--- config.mk ---
export PLATFORM = sky130hd
export DESIGN_NAME = csa_accumulator_flat
export DESIGN_NICKNAME = d
export VERILOG_FILES = /design/src/rtl/csa_acc_pkg.sv /design/src/rtl/csa_accumulator_if.sv /design/src/rtl/csa_row.sv /design/src/rtl/csa_accumulator.sv /design/src/flat_wrapper.sv
export SDC_FILE = /design/constraint.sdc
export NUM_CORES = 1
export LEC_CHECK = 0
export CORE_MARGIN = 10
export CORE_UTILIZATION = 55
export CTS_BUF_LIST = sky130_fd_sc_hd__clkbuf_16
export DETAILED_ROUTE_END_ITERATION = 12
export GPL_TIMING_DRIVEN = 0
export PLACE_DENSITY_LB_ADDON = 0.25
export SLEW_MARGIN = 0
export SYNTH_ARGS = -nofsm -noshare
export SYNTH_HDL_FRONTEND = slang
export SYNTH_SLANG_ARGS = --single-unit
--- constraint.sdc ---
create_clock -name clk -period 3.1 [get_ports clk]
set_clock_uncertainty 0.05 [all_clocks]
set_input_delay 0.62 -clock clk [delete_from_list [all_inputs] [get_ports clk]]
set_output_delay 0.62 -clock clk [all_outputs]
set_load 0.005 [all_outputs]
--- src/rtl/csa_acc_pkg.sv ---
// Shared types and defaults for the carry-save accumulator.
package csa_acc_pkg;

   localparam int unsigned W_DEF     = 16;
   localparam int unsigned CHUNK_DEF = 4;

   typedef enum logic [1:0] {
      StAccum,
      StResolve,
      StOut
   } state_e;

   // Number of carry-propagate cycles needed to resolve a w-bit total.
   function automatic int unsigned num_chunks(input int unsigned w, input int unsigned chunk);
      return w / chunk;
   endfunction

endpackage

--- src/rtl/csa_accumulator_if.sv ---
// Operand/result handshake bundle for csa_accumulator.
// in_sub is only present when CSA_ACC_SUB_EN is defined.
interface csa_accumulator_if #(
   parameter int unsigned W = csa_acc_pkg::W_DEF
);
   logic         in_valid;
   logic         in_ready;
   logic [W-1:0] in_data;
   logic         in_last;
`ifdef CSA_ACC_SUB_EN
   logic         in_sub;
`endif
   logic         out_valid;
   logic         out_ready;
   logic [W-1:0] out_data;
   logic         busy;

`ifdef CSA_ACC_SUB_EN
   modport master (
      output in_valid, in_data, in_last, in_sub, out_ready,
      input  in_ready, out_valid, out_data, busy
   );
   modport slave (
      input  in_valid, in_data, in_last, in_sub, out_ready,
      output in_ready, out_valid, out_data, busy
   );
`else
   modport master (
      output in_valid, in_data, in_last, out_ready,
      input  in_ready, out_valid, out_data, busy
   );
   modport slave (
      input  in_valid, in_data, in_last, out_ready,
      output in_ready, out_valid, out_data, busy
   );
`endif

endinterface

--- src/rtl/csa_row.sv ---
// One row of W independent 3:2 full-adder cells: (s, c, d) -> (sum, majority).
module csa_row #(
   parameter int unsigned W = 16
) (
   input  logic [W-1:0] s,
   input  logic [W-1:0] c,
   input  logic [W-1:0] d,
   output logic [W-1:0] sum,
   output logic [W-1:0] maj
);

   // Bitwise full adders; no carry ripples between cells.
   always_comb begin
      sum = s ^ c ^ d;
      maj = (s & c) | (s & d) | (c & d);
   end

endmodule

--- src/rtl/csa_accumulator.sv ---
// Multi-operand accumulator holding its running total in carry-save form.
// Each accepted operand goes through one csa_row; the last operand of a group
// triggers a chunked carry-propagate resolve of W/CHUNK cycles.
// Optional feature macro: CSA_ACC_SUB_EN (adds in_sub, subtract via ~d plus carry LSB).
// W must be a multiple of CHUNK and at least 2.
module csa_accumulator
   import csa_acc_pkg::*;
#(
   parameter int unsigned W     = W_DEF,
   parameter int unsigned CHUNK = CHUNK_DEF
) (
   input  logic              clk,
   input  logic              rst_n,
   csa_accumulator_if.slave  bus
);

   localparam int unsigned NCHUNK = num_chunks(W, CHUNK);
   localparam int unsigned CW     = (NCHUNK > 1) ? $clog2(NCHUNK) : 1;

   state_e          state_q, state_d;
   logic [W-1:0]    sum_q, sum_d;
   logic [W-1:0]    carry_q, carry_d;
   logic [W-1:0]    res_q, res_d;
   logic [CW-1:0]   cnt_q, cnt_d;
   logic            ci_q, ci_d;
   logic            out_valid_q, out_valid_d;
   logic [W-1:0]    out_data_q, out_data_d;

   logic [W-1:0]    d;
   logic            inj;
   logic [W-1:0]    row_sum, row_maj;
   logic [CHUNK-1:0] s_chunk, c_chunk;
   logic [CHUNK:0]  chunk_sum;
   logic            last_chunk;
   logic            accept;

`ifdef CSA_ACC_SUB_EN
   // Subtract as ~d + 1; the +1 rides in the carry LSB that the shift leaves free.
   assign d   = bus.in_sub ? ~bus.in_data : bus.in_data;
   assign inj = bus.in_sub;
`else
   assign d   = bus.in_data;
   assign inj = 1'b0;
`endif

   csa_row #(
      .W (W)
   ) u_row (
      .s   (sum_q),
      .c   (carry_q),
      .d   (d),
      .sum (row_sum),
      .maj (row_maj)
   );

   assign accept     = bus.in_valid && (state_q == StAccum);
   assign last_chunk = (cnt_q == CW'(NCHUNK - 1));

   // Chunk adder for the resolve phase, selected by the chunk counter.
   always_comb begin
      s_chunk   = sum_q[cnt_q*CHUNK +: CHUNK];
      c_chunk   = carry_q[cnt_q*CHUNK +: CHUNK];
      chunk_sum = {1'b0, s_chunk} + {1'b0, c_chunk} + {{CHUNK{1'b0}}, ci_q};
   end

   // Next-state and datapath update.
   always_comb begin
      state_d     = state_q;
      sum_d       = sum_q;
      carry_d     = carry_q;
      res_d       = res_q;
      cnt_d       = cnt_q;
      ci_d        = ci_q;
      out_valid_d = out_valid_q;
      out_data_d  = out_data_q;
      unique case (state_q)
         StAccum: begin
            if (accept) begin
               sum_d   = row_sum;
               // Majority MSB drops out: the total is kept modulo 2^W.
               carry_d = {row_maj[W-2:0], inj};
               if (bus.in_last) begin
                  state_d = StResolve;
                  cnt_d   = '0;
                  ci_d    = 1'b0;
               end
            end
         end
         StResolve: begin
            res_d[cnt_q*CHUNK +: CHUNK] = chunk_sum[CHUNK-1:0];
            ci_d = chunk_sum[CHUNK];
            if (last_chunk) begin
               out_data_d  = res_d;
               out_valid_d = 1'b1;
               state_d     = StOut;
            end else begin
               cnt_d = cnt_q + CW'(1);
            end
         end
         StOut: begin
            if (bus.out_ready) begin
               sum_d       = '0;
               carry_d     = '0;
               res_d       = '0;
               out_valid_d = 1'b0;
               state_d     = StAccum;
            end
         end
         default: state_d = StAccum;
      endcase
   end

   // State registers.
   always_ff @(posedge clk or negedge rst_n) begin
      if (!rst_n) begin
         state_q     <= StAccum;
         sum_q       <= '0;
         carry_q     <= '0;
         res_q       <= '0;
         cnt_q       <= '0;
         ci_q        <= 1'b0;
         out_valid_q <= 1'b0;
         out_data_q  <= '0;
      end else begin
         state_q     <= state_d;
         sum_q       <= sum_d;
         carry_q     <= carry_d;
         res_q       <= res_d;
         cnt_q       <= cnt_d;
         ci_q        <= ci_d;
         out_valid_q <= out_valid_d;
         out_data_q  <= out_data_d;
      end
   end

   assign bus.in_ready  = (state_q == StAccum);
   assign bus.busy      = (state_q != StAccum);
   assign bus.out_valid = out_valid_q;
   assign bus.out_data  = out_data_q;

endmodule
--- src/flat_wrapper.sv ---
// flat-port wrapper written by rule: the top's interface ports become plain ports
module csa_accumulator_flat import csa_acc_pkg::*;
#(
   parameter int unsigned W     = W_DEF,
   parameter int unsigned CHUNK = CHUNK_DEF
)
  (clk, rst_n, bus_in_valid, bus_in_data, bus_in_last, bus_out_ready, bus_in_ready, bus_out_valid, bus_out_data, bus_busy);
  csa_accumulator_if #(.W(W)) bus_i ();
  input  logic clk;
  input  logic rst_n;
  input wire logic [$bits(bus_i.in_valid)-1:0] bus_in_valid;
  input wire logic [$bits(bus_i.in_data)-1:0] bus_in_data;
  input wire logic [$bits(bus_i.in_last)-1:0] bus_in_last;
  input wire logic [$bits(bus_i.out_ready)-1:0] bus_out_ready;
  output wire logic [$bits(bus_i.in_ready)-1:0] bus_in_ready;
  output wire logic [$bits(bus_i.out_valid)-1:0] bus_out_valid;
  output wire logic [$bits(bus_i.out_data)-1:0] bus_out_data;
  output wire logic [$bits(bus_i.busy)-1:0] bus_busy;
  assign bus_i.in_valid = bus_in_valid;
  assign bus_i.in_data = bus_in_data;
  assign bus_i.in_last = bus_in_last;
  assign bus_i.out_ready = bus_out_ready;
  assign bus_in_ready = bus_i.in_ready;
  assign bus_out_valid = bus_i.out_valid;
  assign bus_out_data = bus_i.out_data;
  assign bus_busy = bus_i.busy;
  csa_accumulator #(.W(W), .CHUNK(CHUNK)) u_core (.clk(clk), .rst_n(rst_n), .bus(bus_i));
endmodule
* Yosys cells after proc, flatten, opt, wreduce, memory -nomap -nowiden *
Cells that the tools add are included.

word-level totals
  output and inout bits = 19
  bits in registers = 70
  memory bits (writable) = 0
  word-level logic and storage cells = 66
  latch bits = 0
  memories kept = 0
  input bits = 21
  memory bits (read-only) = 0

cells by class
  bitwise operators = 7
  equality and inequality tests = 8
  add/sub/neg operators = 4
  shift operators = 4
  div/mod/pow operators = 0
  $mul = 0
  $lt $le $gt $ge = 0
  reduce and logical (&&, ||, !) cells = 13
  mux-type cells = 22

operator list
  operator                                                                 number
  16-bit case mux with 2 select lines                                      3
  16-bit 2-to-1 mux                                                        3
  15-bit AND                                                               3
  4-bit negation with 34-bit output                                        1
  4-bit by 34-bit variable shift with 16-bit output, first input constant  1
  4-bit by 34-bit indexed part select with 16-bit output                   1
  16-bit by 5-bit indexed part select with 4-bit output                    2
  16-bit XOR                                                               2
  15-bit bitwise OR                                                        2
  16-bit bitwise mux                                                       1
  2-bit 2-to-1 mux                                                         7
  3-bit AND reduction                                                      3
  4-bit AND reduction                                                      2
  2-bit nonzero test                                                       4
  2-bit inequality test, second input constant                             3
  2-bit case mux with 3 select lines                                       1
  4-bit by 4-bit adder with 5-bit output                                   1
  5-bit by 1-bit adder with 5-bit output                                   1
  2-bit equality test, second input constant                               2
  1-bit 2-to-1 mux                                                         4
  2-bit by 1-bit inequality test with 1-bit output, second input constant  2
  1-bit case mux with 2 select lines                                       2
  2-bit case mux with 2 select lines                                       1
  2-bit AND reduction                                                      2
  other kinds (4)                                                          4

* Logic depth before layout (Yosys ltp) *
  word-level depth = 6
  gate-level depth with buffers = 9

* Modules after synthesis *
A second synthesis with hierarchy kept.

unflattened totals
  cell total of the unflattened synthesis = 265
  area, all modules = 3413.3 um^2

modules (own cells, without submodules)
  module           times used  area each (um^2)  cells an instance
  csa_accumulator  1           3093.0            249
  csa_row          1           320.3             16

* Least setup slack after synthesis *
Ideal clock, no wire load.

  path type = flip-flop to flip-flop
  from = reg u_core.cnt_q[0]
  to = reg u_core.res_q[10]
  arrival time = 2.628 ns
  cell stages (with the launch flop) = 8
  slack = 0.301 ns
  period minus slack after synthesis = 2.799 ns
  setup time = 0.121 ns
  cell sequence = dfrtp_1 buf_2 mux4_2 fa_1 fa_1 xor2_1 and2_1 a22o_1

between the ends
  word-level cells in the longest chain between the ends = 6
  elaborated cells between the ends (all ways) = 9

RTL lines
  what                                                                             line                                          RTL
  start, declared                                                                  csa_accumulator.sv:24                         logic [CW-1:0] cnt_q, cnt_d;
  start signal, assigned                                                           csa_accumulator.sv:129                        cnt_q <= cnt_d;
  16-bit by 5-bit indexed part select with 4-bit output, on equally long branches  csa_accumulator.sv:61, csa_accumulator.sv:62
  4-bit by 4-bit adder with 5-bit output                                           csa_accumulator.sv:63                         chunk_sum = {1'b0, s_chunk} + {1'b0, c_chunk} + {{CHUNK{1'b0}}, ci_q};
  5-bit by 1-bit adder with 5-bit output                                           csa_accumulator.sv:63
  4-bit by 34-bit indexed part select with 16-bit output                           csa_accumulator.sv:90                         res_d[cnt_q*CHUNK +: CHUNK] = chunk_sum[CHUNK-1:0];
  16-bit bitwise mux (*)                                                           csa_accumulator.sv:90
  16-bit case mux with 2 select lines (*)                                          csa_accumulator.sv:76                         unique case (state_q)
  end signal, assigned                                                             csa_accumulator.sv:128                        res_q <= res_d;
  end, declared                                                                    csa_accumulator.sv:23                         logic [W-1:0] res_q, res_d;

Mark *: on every way between the ends. The rest lies on a longest branch, timed or not.
A chain may end at the register's enable or synchronous reset.

* Worst setup path in the final report *
Ends and elaborated chain as after synthesis.

==> flow_metrics.env <==
export IMPL_rsz0062_at_grt="false"
export IMPL_wl_um=8187
export IMPL_cts_sinks=69
export IMPL_min_path_type="input pin to asynchronous set/reset pin"
export IMPL_reg2regPathDepth=7
export IMPL_antenna_found_initial=0
export IMPL_wire_per_inst_um=20.17
export IMPL_clock_path_buffers=2
export IMPL_post_cts_buffers=0
export IMPL_cp_end_kind="register"
export IMPL_gp_congestion=0.8722
export IMPL_io_pins=40
export IMPL_layout_setup_ws_ns=0.1638
export IMPL_status="finished clean"
export IMPL_tightest_slew_ns=0.8649
export IMPL_die_w_um=99.90
export IMPL_ys_flop_type="dfrtp_1"
export IMPL_ys_ff_latch=69
export IMPL_root_buffer="clkbuf_16"
export IMPL_finalMaxSlewViolations=0
export IMPL_powerDensity_nw_per_um2=1190
export IMPL_crit_path_start_kind="register"
export IMPL_path_class="register to register"
export IMPL_dr_pass1_iters=5
export IMPL_yosys_cell_count_top_type="dfrtp_1"
export IMPL_path_clk_slew_ns=0.06
export IMPL_drcViolationCount=0
export IMPL_synth_nets=321
export IMPL_drt_first_iter_violations=126
export IMPL_grt_pass1_wl_um=13710
export IMPL_place_ws_ns=-0.1463
export IMPL_synth_top_cell_by_area="dfrtp_1"
export IMPL_die_h_um=99.90
export IMPL_ant_nets=0
export IMPL_dieArea_um2=9979
export IMPL_grt_pass1_vias=2760
export IMPL_ys_types=37
export IMPL_ys_top_cells_by_count="dfrtp_1, a22o_1, nor2_1"
export IMPL_initial_utilization_pct=55.93
export IMPL_max_freq_ghz=0.3406
export IMPL_port_buffers=39
export IMPL_diodes=0
export IMPL_grt_max_degree=70
export IMPL_period_needed_ns=2.936
export IMPL_cp_required_ns=3.27
export IMPL_area_growth_pct=23.34
export IMPL_hold_buffers=0
export IMPL_gr_total_overflow=0
export IMPL_via_per_inst=6.207
export IMPL_synth_async_sr_flop_share_pct=100.0
export IMPL_critPathArrivalTime_ns=3.11
export IMPL_place_inst=390
export IMPL_synth_avg_cell_area_um2=12.81
export IMPL_path_max_fanout=10
export IMPL_maxCapViolations=0
export IMPL_max_slew_margin_rel_pct=42.34
export IMPL_clock_latency_ns=0.33
export IMPL_ys_warn_count=0
export IMPL_syn_cell_area_um2=3511
export IMPL_netlist_area_leader_share_pct=49.18
export IMPL_fin_crit_sh_pct=94.72
export IMPL_postSynthCellCount=274
export IMPL_cts_buffers=9
export IMPL_row_count=29
export IMPL_cts_tree="built"
export IMPL_ir_drop_uv=676.0
export IMPL_vias=2520
export IMPL_track_usage_pct=17.39
export IMPL_hold_viol=0
export IMPL_synth_area_leaders="dfrtp_1, fa_1, a22o_1, mux4_2, ha_1"
export IMPL_core_area_um2=6277
export IMPL_htree_levels=3
export IMPL_ys_seq_area_share_pct=49.18
export IMPL_p_leak_nw=1.929
export IMPL_hpwl_um=5671
export IMPL_fin_cells=406
export IMPL_hold_ws_ns=0.3385
export IMPL_setup_viol=0
export IMPL_drive_gt1_share_pct=13.37
export IMPL_final_nets=371
export IMPL_synth_edf_count=0
==> cell usage in the layout, fill, tap and decap left out, types with 3 or more instances in the layout <==
| cell type | Yosys | final |
|---|---|---|
| buf_2 | 8 | 7 |
| a32oi_1 | 4 | 4 |
| fa_1 | 16 | 16 |
| dfrtp_1 | 69 | 69 |
| a22o_1 | 35 | 35 |
| and2_1 | 3 | 3 |
| o21ai_0 | 9 | 8 |
| inv_1 | 8 | 11 |
| mux4_2 | 7 | 7 |
| a32o_1 | 12 | 12 |
| a21oi_1 | 10 | 10 |
| nor2_1 | 30 | 30 |
| clkdlybuf4s50_1 | 0 | 38 |
| buf_6 | 4 | 5 |
| a221oi_1 | 12 | 12 |
| clkbuf_16 | 0 | 9 |
| ha_1 | 10 | 10 |
| nand2_1 | 7 | 7 |
==> flip-flops by register name, indices dropped and copies added (netlist names) <==
signal                cells
u_core.ci_q               1
u_core.res_q             16
u_core.cnt_q              2
u_core.bus.out_data      16
u_core.carry_q           15
u_core.sum_q             16
u_core.state_q            2
u_core.bus.out_valid      1
==> critical path, cell delays in order (launching register included) <==
cell and delay, ns:
dfrtp_1 0.43, buf_6 0.22, mux4_2 0.53, fa_1 0.42, fa_1 0.47, xor2_4 0.21, and2_1 0.24, a22o_1 0.25
==> final cells by class <==
class | instances | area, um2
timing repair buffer | 39 | 387.9
inverter | 9 | 33.78
clock inverter | 7 | 83.83
multi-input combinational | 179 | 1665
fill | 471 | 1947
tap | 77 | 96.34
clock buffer | 9 | 225.2
buffer | 17 | 111.4
sequential | 69 | 1727
==> metrics by stage <==
step	total power [mW]	setup TNS [ns]	instance area (um2)	util [%]
6_report	5.155	0	4330	68.99
5_1_grt	5.505	0	4330	68.99
4_1_cts	5.134	0	4314	68.73
3_5_place_dp	4.001	-0.5838	3995	63.64
3_3_place_gp	3.903	-67.37	3998	63.68
2_1_floorplan	3.147	0	3511	-
==> final timing paths <==
kind | startpoint | endpoint | slack [ns]
max reg2reg | u_core.cnt_q[0] | u_core.res_q[10] | 0.16
min | rst_n | u_core.bus.out_data[14] | 0.34
max in group asynchronous | rst_n | u_core.carry_q[11] | 2.07
max | u_core.cnt_q[0] | u_core.res_q[10] | 0.16
min reg2reg | u_core.res_q[8] | u_core.res_q[8] | 0.44
min in group clk | u_core.res_q[8] | u_core.res_q[8] | 0.44
==> power breakdown <==
| group | total [mW] | switching, mW | internal (mW) |
|---|---|---|---|
| clock network | 1.07 | 0.380 | 0.693 |
| registers | 1.66 | 0.354 | 1.31 |
| logic | 2.42 | 1.25 | 1.17 |
==> metal layers <==
metal | wire length, um | vias up | share of wire, % | global-route usage, %
li1 | - | 1133 | - | -
met1 | 3158 | 1292 | 39 | 19.77
met2 | 4339 | 79 | 53 | 29.32
met3 | 488 | 16 | 6.0 | 4.396
met4 | 200 | 0 | 2.4 | 9.482
met5 | 0 | - | 0 | 0
==> repair_timing <==
item,in CTS,in global routing
setup endpoints to repair,8,11
gates resized for setup,3,4
pin swaps,0,0
==> kinds of logic (layout without fill, tap and decap cells) <==
logic type	Yosys count	in the layout	share of synthesized area, %
flops	69	69	49.18
compound gates	85	85	19.53
mux	9	9	5.061
buf+inv	26	81	3.920
fa+ha+maj	26	26	12.69
simple gates	57	57	9.123
xor+xnor	2	2	0.4990
Power figures use the tool's default switching activity.
